--- src/rtl/prbs5_checker_pkg.sv ---
// rtl/prbs5_checker_pkg.sv - shared PRBS5 (x^5+x^3+1) types and constants
package prbs5_checker_pkg;

  typedef enum logic {
    SEARCH = 1'b0,
    LOCKED = 1'b1
  } state_e;

  localparam int         PRBS5_TAP_A = 5;
  localparam int         PRBS5_TAP_B = 3;
  localparam logic [4:0] PRBS5_SEED  = 5'b00001;
  localparam int         FILL_BITS   = 5;

  // History holds the newest bit at [0], so tap k sits at index k-1.
  function automatic logic prbs5_predict(input logic [4:0] hist);
    return hist[PRBS5_TAP_A-1] ^ hist[PRBS5_TAP_B-1];
  endfunction

endpackage

--- src/rtl/prbs5_predictor.sv ---
// rtl/prbs5_predictor.sv - PRBS5 history register and next-bit prediction
module prbs5_predictor
  import prbs5_checker_pkg::*;
(
  input  logic       clk_i,
  input  logic       rst_i,
  input  logic       shift_i,
  input  logic       sel_pred_i,
  input  logic       din_i,
  output logic [4:0] hist_o,
  output logic       pred_o
);

  logic [4:0] hist_q, hist_d;

  assign hist_o = hist_q;
  assign pred_o = prbs5_predict(hist_q);

  // Once locked the predictor free-runs on its own output so a flipped bit is seen once.
  always_comb begin
    hist_d = hist_q;
    if (shift_i) begin
      hist_d = {hist_q[3:0], (sel_pred_i ? pred_o : din_i)};
    end
  end

  always_ff @(posedge clk_i or posedge rst_i) begin
    if (rst_i) begin
      hist_q <= '0;
    end else begin
      hist_q <= hist_d;
    end
  end

endmodule

--- config.mk ---
export PLATFORM = sky130hd
export DESIGN_NAME = prbs5_predictor
export DESIGN_NICKNAME = d
export VERILOG_FILES = /design/src/rtl/prbs5_checker_pkg.sv /design/src/rtl/prbs5_predictor.sv
export SDC_FILE = /design/constraint.sdc
export NUM_CORES = 1
export LEC_CHECK = 0
export CORE_AREA = 2 2 39 41
export CTS_BUF_LIST = sky130_fd_sc_hd__clkbuf_16
export CTS_CLUSTER_SIZE = 28
export DETAILED_ROUTE_END_ITERATION = 12
export DIE_AREA = 0 0 41 43
export MAX_ROUTING_LAYER = met4
export PLACE_DENSITY = 0.51
export SLEW_MARGIN = 20
export SYNTH_ARGS = -nofsm -noshare
export SYNTH_HDL_FRONTEND = slang
export SYNTH_SLANG_ARGS = --single-unit
--- constraint.sdc ---
create_clock -name clk_i -period 1 [get_ports clk_i]
set_clock_uncertainty 0.05 [all_clocks]
set_input_delay 0.15 -clock clk_i [delete_from_list [all_inputs] [get_ports clk_i]]
set_output_delay 0.15 -clock clk_i [all_outputs]
set_load 0.01 [all_outputs]
==> Yosys cells after proc, flatten, opt, wreduce, memory -nomap -nowiden <==
Cells that the tools add are included.
{ "op_classes": {"add_sub_neg": 0, "n_mul": 0, "div_mod_pow": 0, "n_lt_le_gt_ge": 0, "eq_ne": 0, "n_shift": 0, "n_mux": 1, "n_bitwise": 1, "reduce_logical": 0} }
{ "ops": {"columns": ["op", "n"], "rows": [
  ["1-bit 2-to-1 mux", 1],
  ["1-bit bitwise XOR", 1]
]} }
{ "word_totals": {"register_bits": 5, "latch_bits": 0, "ram_bits": 0, "rom_bits": 0, "in_bits": 5, "output_inout_bits": 6, "word_cells": 3, "mem_count": 0} }

==> Longest topological paths before layout <==
{ "logic_depth": {"word_depth": 2, "ltp_mapped": 2, "ltp_nobuf": 2} }

==> Worst setup path before layout <==
Ideal clock, no wire load.
{ "synth_timing": {"path_type": "reg2reg", "start": "reg hist_q[2] (netlist: hist_o[2])", "end": "reg hist_q[0] (netlist: hist_o[0])", "setup_time_ps": 124, "arrival_ps": 891, "required_ps": 826, "slack_ps": -65, "stages_incl_launch_ff": 3, "n_path_buf": 0, "period_less_slack_ps": 1065, "cell_sequence": "dfrtp_1 -> xor2_1 -> a211o_1"} }
{ "synth_between": {"elab_chain_cells": 2} }
{ "synth_rtl": {"columns": ["element", "line", "source"], "rows": [
  ["start: declaration", "prbs5_predictor.sv:14", "logic [4:0] hist_q, hist_d;"],
  ["start signal: assignment", "prbs5_predictor.sv:31", "hist_q <= hist_d;"],
  ["1-bit bitwise XOR", "prbs5_checker_pkg.sv:16", "return hist[PRBS5_TAP_A-1] ^ hist[PRBS5_TAP_B-1];"],
  ["net pred_o", "prbs5_predictor.sv:11", "output logic pred_o"],
  ["1-bit 2-to-1 mux", "prbs5_predictor.sv:23", "hist_d = {hist_q[3:0], (sel_pred_i ? pred_o : din_i)};"]
]} }
The timed path passes the listed nets, and every way through them passes these cells.
A chain may end at the register's enable or synchronous reset.

==> Final worst setup path <==
{ "layout_timing": {"start": "reg hist_q[4] (netlist: hist_o[4])", "end": "out pred_o"} }
{ "layout_between": {"elab_chain_cells": 1} }
{ "layout_rtl": {"columns": ["element", "line"], "rows": [
  ["1-bit bitwise XOR", "prbs5_checker_pkg.sv:16"],
  ["end: declaration", "prbs5_predictor.sv:11"]
]} }
No other way between the ends.

==> metrics <==
grt total ovfl 0; Setup WS post-layout -0.2123 ns; Max Slew Vio Count 0; DRT Pass-1 Iters 1; CTS root buffer clkbuf_16; fin crit period 1.212 ns; dpl ws -0.3841 ns; post-DR vias/cell 3.740; via count of the first global-routing pass 232; VDD IR max 1.712 mV; cell count of the worst reg-to-reg path 3; CP Data Arrival Time 1.01 ns; Nets 40; post-synthesis sequential area ratio 0.5882; FP Rows 14; RSZ-0062 raised after global routing true; most frequent cells in the layout mux2_2 (4), dfrtp_1 (4), buf_2 (4), buf_6 (4); Clock Path Buffers 2; final core occ 0.3228; final RePlAce weighted congestion 0.6465; CTS buffer count 3; number of diodes 0; die area 1763 sq um; syn nets 20; final hold vios 0; max cap viols 0; CORE AREA 1384 sq um; Synth cell types 8; Hold WC Path Type in2async; starting DRC count in detailed routing 0; clock-pin slew on the worst setup and hold paths 0.03 ns; R2R setup slack -0.06 ns; Startpoint Class flip-flop; fillcell total 141; Register Area 126.4 sq um; largest net degree at the start of global routing 8; Multi-input gate area 91.34 sq um; initial antenna violation count 0; Leak 0.2248 nW; Setup Crit Path Kind reg2out; synth warn 0; max FFs per register 5; first-pass GRT wire length 1028 microns; synthesized area 212.7 sq um; Layout area overhead 110.0%; IO buf count 10; Overall Global Routing Usage 0.09741; power per standard cell area 3634 nW/um^2; Hold Slack 0.07413 ns; post-route antenna net violation count 0; DRC violations left 0; fin crit share 1.212; H-tree Lvls 1; synthesized flop and latch total 5; CTS tree yes; starting density of the core 0.1537; vias after detailed routing 187; drt wl/cell 11.34 microns; CP required 0.80 ns; Peak Freq 0.8249 GHz; Post-Route WL 567 microns; critical path fanouts, max 2; Synth Area per Inst 14.18 sq um; CTS sink count 5; num ports 11; r2r endpoint hist_o[0]$_DFFE_PP0P_; setup violators final 4; status complete, but fails checks; layout cell share with drive strength beyond 1 0.5882; worst-margin pin slew 0.2753 ns; worst reg2reg path startpoint hist_o[4]$_DFFE_PP0P_; hold buffer count at CTS 0; Die Y-Extent 43 microns; Mapped Cells 15; Die W 41 microns; failing checks setup timing; clk_lat worst skew 0.23 ns; CP Capture Type primary output; slew margin rel. 0.8165
through the flow:
| step | instance area [sq um] | std cells | setup TNS, ns | power [mW] |
|---|---|---|---|---|
| final | 446.7 | 50 | -0.4072 | 1.623 |
| after global routing | 446.7 | 50 | -0.5478 | 1.733 |
| after CTS | 446.7 | 50 | -0.4473 | 1.647 |
| after detailed placement | 371.6 | 45 | -2.654 | 1.001 |
| after global placement | 371.6 | 45 | -2.436 | 0.9781 |
| after floorplan | 221.5 | 15 | -0.06247 | 0.5819 |
layout make-up:
cell class	instances	area share
timing repair buffer	15	0.2829
tap	16	0.04482
inverter	1	0.008403
clock buffer	3	0.1681
clock inverter	1	0.008403
sequential	5	0.2829
multi-input combinational	9	0.2045
routing by layer:
metal | track usage | vias to the layer above | part of all wire
met2 | 0.1281 | 13 | 0.45
li1 | - | 88 | -
met4 | 0.06000 | 0 | 0
met5 | - | - | 0
met3 | 0.06283 | 0 | 0.15
met1 | 0.1053 | 86 | 0.40
synthesized netlist by cell type (all sizes together):
master  instances  area (sq um)
nor2b           1         6.260
a211o           1         8.760
and3b           1         8.760
and2            1         6.260
inv             1         3.750
dfrtp           5         125.1
xor2            1         8.760
mux2            4         45.04
where the power goes:
| part | leakage (nW) | internal, mW | switching [mW] |
|---|---|---|---|
| clock network | 0.0423 | 0.517 | 0.127 |
| registers | 0.0604 | 0.299 | 0.0664 |
| logic | 0.122 | 0.375 | 0.238 |
worst max-delay path by stage:
stage                                     start                    end  slack, ns
after global placement                  shift_i  hist_o[0]$_DFFE_PP0P_      -0.35
after detailed placement                shift_i  hist_o[0]$_DFFE_PP0P_      -0.38
after global routing      hist_o[4]$_DFFE_PP0P_                 pred_o      -0.27
after floorplan           hist_o[2]$_DFFE_PP0P_  hist_o[0]$_DFFE_PP0P_      -0.06
after CTS                 hist_o[4]$_DFFE_PP0P_                 pred_o      -0.21
final                     hist_o[4]$_DFFE_PP0P_                 pred_o      -0.21
worst max-delay path: stages (launching register included):
cell and delay [ns]:
dfrtp_1 0.38, buf_6 0.12, xor2_2 0.14, buf_2 0.15
kinds of logic after synthesis:
group                  after synthesis  share of synthesized area
buffers and inverters                1                    0.01763
XOR/XNOR                             1                    0.04118
AND/OR/NAND/NOR                      3                     0.1000
AO/OA/AOI/OAI                        1                    0.04118
multiplexers                         4                     0.2117
flip-flops                           5                     0.5882
timing repair:
action,4_1_cts,5_1_grt
resized for setup,29,0
pin swaps,1,1
setup endpoints to repair,11,4
buffers inserted,1,0
No activity file was read; power rests on OpenSTA's default activity.
